**src/rtl/roi_color_stats.sv**
```systemverilog
// ROI colour statistics: per-frame HSV mean over a power-of-two window, feature
// pixel count, and a one-shot colour capture producing tolerance bounds.
module roi_color_stats #(
  parameter int H_ACT        = 640,
  parameter int V_START_LINE = 1,
  parameter int V_END_LINE   = 479,
  parameter int W_LOG2       = 5,
  parameter int H_LOG2       = 5
) (
  input  logic        PClk,
  input  logic        Rst,
  input  logic [11:0] VtcHCnt,
  input  logic [11:0] VtcVCnt,
  input  logic [23:0] HSV24,
  input  logic        Binary_PostProcess,
  input  logic [11:0] Roi_X0,
  input  logic [11:0] Roi_Y0,
  input  logic [7:0]  Tol,
  input  logic        Extract_Req,
  input  logic        Color_Clear,
  output logic [23:0] HSV_Mean,
  output logic        Mean_Valid,
  output logic [23:0] HSV_Detect,
  output logic        Detect_Valid,
  output logic        Extract_Busy,
  output logic [23:0] HSV_Lo,
  output logic [23:0] HSV_Hi,
  output logic [20:0] Binary_Sum,
  output logic        Frame_Done
);

  localparam int ACC_W = 8 + W_LOG2 + H_LOG2;
  localparam int ROI_W = 1 << W_LOG2;
  localparam int ROI_H = 1 << H_LOG2;
  localparam int X_MAX = H_ACT - ROI_W;
  localparam int Y_MIN = V_START_LINE + 1;
  localparam int Y_MAX = V_END_LINE - ROI_H;
  localparam logic [20:0] CNT_MAX = '1;

  typedef enum logic {IDLE = 1'b0, ARMED = 1'b1} state_t;

  function automatic logic [11:0] clamp_x(input logic [11:0] x);
    if (int'(x) > X_MAX) return 12'(X_MAX);
    return x;
  endfunction

  function automatic logic [11:0] clamp_y(input logic [11:0] y);
    if (int'(y) < Y_MIN) return 12'(Y_MIN);
    if (int'(y) > Y_MAX) return 12'(Y_MAX);
    return y;
  endfunction

  function automatic logic [7:0] sat_sub(input logic [7:0] d, input logic [7:0] t);
    logic signed [9:0] r;
    r = $signed({2'b00, d}) - $signed({2'b00, t});
    if (r < 10'sd0) return 8'd0;
    return r[7:0];
  endfunction

  function automatic logic [7:0] sat_add(input logic [7:0] d, input logic [7:0] t);
    logic signed [9:0] r;
    r = $signed({2'b00, d}) + $signed({2'b00, t});
    if (r > 10'sd255) return 8'hFF;
    return r[7:0];
  endfunction

  function automatic logic [20:0] sat_inc(input logic [20:0] c);
    return (c == CNT_MAX) ? c : c + 21'd1;
  endfunction

  logic             fs, fe, in_roi;
  logic [12:0]      x_end, y_end;
  logic [20:0]      cnt_inc;
  logic             sync_q;
  logic [11:0]      x0_q, y0_q;
  logic [ACC_W-1:0] acc_h_q, acc_s_q, acc_v_q;
  logic [20:0]      cnt_q;
  logic [23:0]      mean_q;
  logic             mean_vld_q;
  logic [20:0]      bsum_q;
  state_t           state_q, state_d;
  logic [23:0]      detect_q, detect_d;
  logic             det_vld_q, det_vld_d;
  logic             upd_q, upd_d;
  logic [23:0]      lo_q, hi_q;

  assign fs      = (VtcVCnt == 12'(V_START_LINE)) && (VtcHCnt == 12'd0);
  assign fe      = (VtcVCnt == 12'(V_END_LINE)) && (VtcHCnt == 12'd0);
  assign x_end   = {1'b0, x0_q} + 13'(ROI_W);
  assign y_end   = {1'b0, y0_q} + 13'(ROI_H);
  assign in_roi  = (VtcHCnt >= x0_q) && ({1'b0, VtcHCnt} < x_end) &&
                   (VtcVCnt >= y0_q) && ({1'b0, VtcVCnt} < y_end);
  assign cnt_inc = Binary_PostProcess ? sat_inc(cnt_q) : cnt_q;

  // Stage 0: ROI shadow, accumulation and feature count; sync_q waits for a frame start
  always_ff @(posedge PClk) begin
    if (Rst) begin
      sync_q  <= 1'b0;
      x0_q    <= '0;
      y0_q    <= '0;
      acc_h_q <= '0;
      acc_s_q <= '0;
      acc_v_q <= '0;
      cnt_q   <= '0;
    end else if (fs) begin
      sync_q  <= 1'b1;
      x0_q    <= clamp_x(Roi_X0);
      y0_q    <= clamp_y(Roi_Y0);
      acc_h_q <= '0;
      acc_s_q <= '0;
      acc_v_q <= '0;
      cnt_q   <= {20'd0, Binary_PostProcess};
    end else begin
      if (sync_q && in_roi) begin
        acc_h_q <= acc_h_q + {{(ACC_W-8){1'b0}}, HSV24[23:16]};
        acc_s_q <= acc_s_q + {{(ACC_W-8){1'b0}}, HSV24[15:8]};
        acc_v_q <= acc_v_q + {{(ACC_W-8){1'b0}}, HSV24[7:0]};
      end
      cnt_q <= cnt_inc;
    end
  end

  // Stage 1: frame-end results; the top 8 accumulator bits are the truncated mean
  always_ff @(posedge PClk) begin
    if (Rst) begin
      mean_vld_q <= 1'b0;
      mean_q     <= '0;
      bsum_q     <= '0;
    end else begin
      mean_vld_q <= fe && sync_q;
      if (fe && sync_q) begin
        mean_q <= {acc_h_q[ACC_W-1 -: 8], acc_s_q[ACC_W-1 -: 8], acc_v_q[ACC_W-1 -: 8]};
        bsum_q <= cnt_inc;
      end
    end
  end

  // Stage 2: capture control; clear wins over any request or capture
  always_comb begin
    state_d   = state_q;
    detect_d  = detect_q;
    det_vld_d = det_vld_q;
    upd_d     = 1'b0;
    if (Color_Clear) begin
      state_d   = IDLE;
      detect_d  = 24'hFFFFFF;
      det_vld_d = 1'b0;
      upd_d     = 1'b1;
    end else begin
      case (state_q)
        IDLE:  if (Extract_Req) state_d = ARMED;
        ARMED: if (mean_vld_q) begin
          state_d   = IDLE;
          detect_d  = mean_q;
          det_vld_d = 1'b1;
          upd_d     = 1'b1;
        end
        default: state_d = IDLE;
      endcase
    end
  end

  always_ff @(posedge PClk) begin
    if (Rst) begin
      state_q   <= IDLE;
      detect_q  <= 24'hFFFFFF;
      det_vld_q <= 1'b0;
      upd_q     <= 1'b0;
    end else begin
      state_q   <= state_d;
      detect_q  <= detect_d;
      det_vld_q <= det_vld_d;
      upd_q     <= upd_d;
    end
  end

  // Stage 3: bounds are refreshed only after a detect update, so Tol alone never moves them
  always_ff @(posedge PClk) begin
    if (Rst) begin
      lo_q <= 24'hFFFFFF;
      hi_q <= 24'hFFFFFF;
    end else if (upd_q) begin
      if (det_vld_q) begin
        lo_q <= {sat_sub(detect_q[23:16], Tol), sat_sub(detect_q[15:8], Tol),
                 sat_sub(detect_q[7:0], Tol)};
        hi_q <= {sat_add(detect_q[23:16], Tol), sat_add(detect_q[15:8], Tol),
                 sat_add(detect_q[7:0], Tol)};
      end else begin
        lo_q <= 24'hFFFFFF;
        hi_q <= 24'hFFFFFF;
      end
    end
  end

  assign HSV_Mean     = mean_q;
  assign Mean_Valid   = mean_vld_q;
  assign Frame_Done   = mean_vld_q;
  assign Binary_Sum   = bsum_q;
  assign HSV_Detect   = detect_q;
  assign Detect_Valid = det_vld_q;
  assign Extract_Busy = (state_q == ARMED);
  assign HSV_Lo       = lo_q;
  assign HSV_Hi       = hi_q;

endmodule

```
**config.mk**
```make
export PLATFORM = sky130hd
export DESIGN_NAME = roi_color_stats
export DESIGN_NICKNAME = d
export VERILOG_FILES = /design/src/rtl/roi_color_stats.sv
export SDC_FILE = /design/constraint.sdc
export NUM_CORES = 1
export LEC_CHECK = 0
export CORE_ASPECT_RATIO = 1.5
export CORE_MARGIN = 2
export CORE_UTILIZATION = 50
export CTS_BUF_LIST = sky130_fd_sc_hd__clkbuf_8
export DETAILED_ROUTE_END_ITERATION = 8
export PLACE_DENSITY = 0.75
export SLEW_MARGIN = 15
export SYNTH_ARGS = -nofsm -noshare
export SYNTH_HDL_FRONTEND = slang
export SYNTH_SLANG_ARGS = --single-unit
```
**constraint.sdc**
```tcl
create_clock -name PClk -period 6.9 [get_ports PClk]
set_clock_uncertainty 0.05 [all_clocks]
set_input_delay 1.725 -clock PClk [delete_from_list [all_inputs] [get_ports PClk]]
set_output_delay 1.725 -clock PClk [all_outputs]
set_load 0.01 [all_outputs]
```
After elaboration in Yosys (flattened, before gate mapping)
Index checks and enable logic that the tools add are counted.
{ "op_classes": {"n_addsub": 12, "order_cmp": 13, "n_eq_ne": 3, "mux": 63, "bitwise_logic": 1, "reduce_logical": 11} }
{ "ops": {"columns": ["op", "n"], "rows": [
  ["2-to-1 mux 8 bit", 12],
  ["2-to-1 mux 12 bit", 6],
  ["adder 18 x 8 -> 18 bit", 3],
  ["2-to-1 mux 24 bit", 2],
  ["2-to-1 mux 21 bit", 2],
  ["2-to-1 mux 1 bit", 40],
  ["adder 8 x 8 -> 9 bit", 3],
  ["> comparator 9 x 8 -> 1 bit (second input constant)", 3],
  ["< comparator 9 x 1 -> 1 bit (second input constant)", 3],
  ["subtractor 8 x 8 -> 9 bit", 3],
  ["adder 12 x 6 -> 13 bit (second input constant)", 2],
  ["< comparator 12 x 13 -> 1 bit", 2],
  [">= comparator 12 bit", 2],
  ["adder 21 x 1 -> 21 bit (second input constant)", 1],
  ["== test 21 bit (second input constant)", 1],
  ["== test 12 x 1 -> 1 bit (second input constant)", 1],
  ["== test 12 x 9 -> 1 bit (second input constant)", 1],
  ["> comparator 12 x 10 -> 1 bit (second input constant)", 1],
  ["> comparator 12 x 9 -> 1 bit (second input constant)", 1],
  ["logical NOT 12 bit", 1],
  ["< comparator 12 x 2 -> 1 bit (second input constant)", 1],
  ["logical AND 1 bit", 7],
  ["OR reduction 2 bit", 2],
  ["case mux 1 bit (2 select lines)", 1],
  ["2 further kinds", 2]
]} }
{ "totals": {"regBits": 221, "inputBits": 85} }

Logic depth before layout (Yosys ltp)
{ "depth": {"depth_word": 9, "ltp_mapped": 15, "ltp_nobuf": 12} }

Worst setup path before layout
No wires, ideal clock.
{ "synth_timing": {"path_type": "input to register", "start": "in Tol[0]", "end": "reg hi_q[18], in the netlist HSV_Hi[18]", "setup_ns": 0.123, "arrival_ns": 3.743, "t_required_ns": 6.727, "slack_ns": 2.984, "path_stages": 10, "path_buffers": 1, "cell_sequence": "ha_1 -> fa_1 -> nor2b_1 -> o21bai_1 -> a221oi_1 -> o41ai_1 -> and2_1 -> clkbuf_1 -> a31oi_1 -> or2_2"} }
{ "synth_via": {"elab_chain_cells": 8} }
{ "synth_lines": {"columns": ["item", "line", "text"], "rows": [
  ["from (decl)", "18", "input logic [7:0] Tol,"],
  ["adder 8 x 8 -> 9 bit (*)", "62", "r = $signed({2'b00, d}) + $signed({2'b00, t});"],
  ["> comparator 9 x 8 -> 1 bit", "63", "if (r > 10'sd255) return 8'hFF;"],
  ["2-to-1 mux 1 bit", "63", null],
  ["2-to-1 mux 1 bit", "183", "if (det_vld_q) begin"],
  ["2-to-1 mux 1 bit", "182", "end else if (upd_q) begin"],
  ["2-to-1 mux 1 bit", "179", "if (Rst) begin"],
  ["2-to-1 mux 8 bit (*)", "64", "return r[7:0];"],
  ["2-to-1 mux 24 bit (*)", "183", null],
  ["to (signal assigned)", "186", "hi_q <= {sat_add(detect_q[23:16], Tol), sat_add(detect_q[15:8], Tol),"],
  ["to (decl)", "85", "logic [23:0] lo_q, hi_q;"]
]} }
Mark *: on every way between the ends. The rest lies on a longest branch, timed or not. The select of a mux whose other input is x is not followed.
A chain may end at the register's enable or synchronous reset.

Worst setup path after layout
{ "layout_timing": {"start": "in VtcHCnt[6]", "end": "reg acc_h_q[16]"} }
{ "layout_via": {"elab_chain_cells": 5, "elab_cells_between_ends": 9} }
{ "layout_lines": {"columns": ["item", "line", "text"], "rows": [
  ["from (decl)", "12", "input logic [11:0] VtcHCnt,"],
  ["< comparator 12 x 13 -> 1 bit / >= comparator 12 bit (equally long branches)", "91", "assign in_roi = (VtcHCnt >= x0_q) && ({1'b0, VtcHCnt} < x_end) &&"],
  ["logical AND 1 bit (2 in a row)", "91", null],
  ["logical AND 1 bit", "92", "(VtcVCnt >= y0_q) && ({1'b0, VtcVCnt} < y_end);"],
  ["logical AND 1 bit", "114", "if (sync_q && in_roi) begin"],
  ["to (signal assigned)", "115", "acc_h_q <= acc_h_q + {{(ACC_W-8){1'b0}}, HSV24[23:16]};"],
  ["to (decl)", "76", "logic [ACC_W-1:0] acc_h_q, acc_s_q, acc_v_q;"]
]} }
Parallel ways exist; a longest one is shown, timed or not.

==> summary.md <==
| Metric | Value |
|---|---|
| Final setup violating endpoints | `0` |
| Startpoint Class | `input port` |
| Hold endpoint | `HSV_Mean[21]` |
| Fmax | `215.9 MHz` |
| CP arrival | `approximately 5.0 ns` |
| Full die area | `0.02659 mm²` |
| Hpwl dp | `27100 µm` |
| RR Startpoint | `x0_q[5]` |
| GRT overflow | `0` |
| # hold bufs at CTS | `0` |
| Multi-input gate area | `roughly 0.0076 mm²` |
| Avg Synthesized Cell Area | `8.138 µm²` |
| All-Layer GR Usage | `26.61%` |
| DRT iter0 DRCs | `607` |
| Synth Instances | `1553` |
| Initial antenna violation count | `0` |
| Commonest non-fill, non-tap cell in the layout | `dfxtp_1` |
| Number of synthesized flops with an enable pin | `0` |
| DP Area | `0.01488 mm²` |
| CTS max path bufs | `3` |
| Sequential Area | `~0.0044 mm²` |
| Fin area | `0.01576 mm²` |
| Slew margin rel. | `24.57%` |
| Yosys cell types | `64` |
| # DRC | `0` |
| Synth top area share | `35.01%` |
| Setup_tns | `0 ns` |
| Status | `finished, final reports clean` |
| Ys Warns | `0` |
| Crit path required time | `between 7 and 8 ns` |
| Filler cell count in the final layout | `2229` |
| Tcrit/Tclk final | `67.13%` |
| Num ports | `206` |
| Depth of the CTS H-tree | `2` |
| Via count | `11787` |
| Design Power | `approximately 2900 µW` |
| Largest net degree at the start of global routing | `86` |
| First-pass iteration count of the detailed router | `5` |
| Post-route ant nets | `0` |
| Leakage | `0.006048 µW` |
| Area of the core | `0.02496 mm²` |
| Nets@finish | `1936` |
| Crit. End Element | `flop` |
| Power density cells | `186.4 mW/mm²` |
| GP Congestion | `between 0.9 and 1` |
| Cts bufs inserted | `38` |
| Initial core utilization | `50.63%` |
| Peak VDD IR | `0.0002586 V` |
| Synth area leaders | `dfxtp_1, ha_1, a21oi_1` |
| Reg2reg end | `acc_h_q[16]` |
| Clk slew on worst S/H paths | `around 0.060 ns` |
| Netlist Area Pre-Place | `0.01264 mm²` |
| Post-Route WL | `35930 µm` |
| Worst hold path type | `flop to flop` |
| Syn nets | `between 1500 and 2000` |
| Hold Crit Depth | `2` |
| Final max-slew violation count | `0` |
| RSZ-0062 raised after global routing | `false` |
| Worst-path fanout max | `85` |
| Worst Hold Margin | `0.4181 ns` |
| Share of layout cells above drive strength 1 | `between 6 and 7%` |
| Top FF cell, synth | `dfxtp_1` |
| Worst r2r path cells | `11` |
| Clock latency on the worst-skew pair | `between 0.5 and 0.6 ns` |
| # resized after CTS | `0` |
| Async set or reset register ratio after synthesis | `0%` |
| Number of diodes | `0` |
| Die Width | `133.8 µm` |
| Sequential fraction of the synthesis area | `35.01%` |
| Cell Rows | `71` |
| Synth Register Bits | `221` |
| Most frequent cells in the layout | `dfxtp_1, clkdlybuf4s50_1, nand2_1` |
| Max Cap Viol | `0` |
| Fin crit period | `4.632 ns` |
| Worst-margin pin slew | `between 1 and 1.5 ns` |
| Post-CTS Setup Repair Bufs | `0` |
| Area Growth Syn to Fin | `24.70%` |
| Routed length per instance | `17.23 µm` |
| Root buf cell | `clkbuf_8` |
| Post-synth top area cell | `dfxtp_1` |
| Flop2flop setup slack | `~2.9 ns` |
| Chip height | `198.7 µm` |
| Hold_sp | `HSV_Mean[21]` |
| Final core utilization | `63.13%` |
| CTS Sinks | `221` |
| CTS tree | `built` |
| Vias in the first global route | `11258` |
| Routed vias/inst | `5.653` |
| Setup CP Type | `input port to flop` |
| Final hold violation count | `0` |
| First-pass GRT wire length | `56740 µm` |
| Port Buf Inserts | `205` |
## kinds of logic after synthesis
kind of cell	Yosys count	share of synthesized area, %
AOI/OAI and AO/OA	390	19.27
DFF	221	35.01
buffers and inverters	154	4.881
muxes	3	0.2376
xor gates and xnor gates	73	5.059
and+or+nand+nor	590	22.94
adders and majority gates	122	12.61
## power breakdown
part / switching [µW] / internal [µW]
registers: 5.87 / 1290
logic: 173 / 136
clock network: 543 / 794
total: 722 / 2220
## registers in the layout, summed over array words and instances (netlist names), 21 cells and up
name	flops
cnt_q	21
HSV_Detect	24
HSV_Mean	24
HSV_Lo	24
HSV_Hi	24
Binary_Sum	21
## Yosys cell counts (18+ instances only)
cell type,count
a211oi_1,31
a21oi_1,126
a31oi_1,22
and3_1,25
clkbuf_1,59
dfxtp_1,221
ha_1,113
inv_1,72
nand2_1,166
nand3_1,71
nand4_1,26
nor2_1,149
nor2b_1,18
nor3_1,20
o211ai_1,28
o21ai_0,87
or2_2,22
or4_1,22
xnor2_1,56
## critical path: stages
cell             delay, ns
clkdlybuf4s50_1       0.48
ha_1                  0.34
a211o_1               0.29
o211ai_1              0.09
nand4_1               0.14
o21ai_2               0.20
nand4_4               0.76
or4_1                 0.79
a21oi_1               0.15
## metal layers
metal	up-vias	GRT usage (%)	routed length, µm
met5	-	0	0
met4	0	17.49	2295
met1	5465	29.17	14050
met2	338	47.69	18010
met3	104	3.644	1581
li1	5880	-	-
## cell type report
type / instances / area share (%)
clock buffer: 53 / 4.628
clock inverter: 15 / 0.9209
inverter: 73 / 1.739
multi-input combinational: 1178 / 48.46
sequential: 221 / 28.07
tap: 328 / 2.604
timing repair buffer: 217 / 13.58
## metrics by stage
stage                     std cells  worst slack [ns]
final                          2085             2.268
after global routing           2085             2.045
after CTS                      2085             2.352
after detailed placement       2017             1.776
after global placement         2017             1.822
after floorplan                1553             2.984
## worst max path at each step
stage / start / end / slack (ns) / cells past startpoint
floorplan: Tol[0] / HSV_Hi[18] / 2.98 / 10
global placement: VtcHCnt[6] / acc_s_q[6] / 1.82 / 9
detailed placement: VtcHCnt[6] / acc_s_q[6] / 1.78 / 9
CTS: VtcHCnt[6] / acc_s_q[6] / 2.35 / 9
global route: VtcHCnt[7] / acc_v_q[13] / 2.04 / 9
finish: VtcHCnt[6] / acc_h_q[16] / 2.27 / 9
Power figures use the tool's default switching activity.
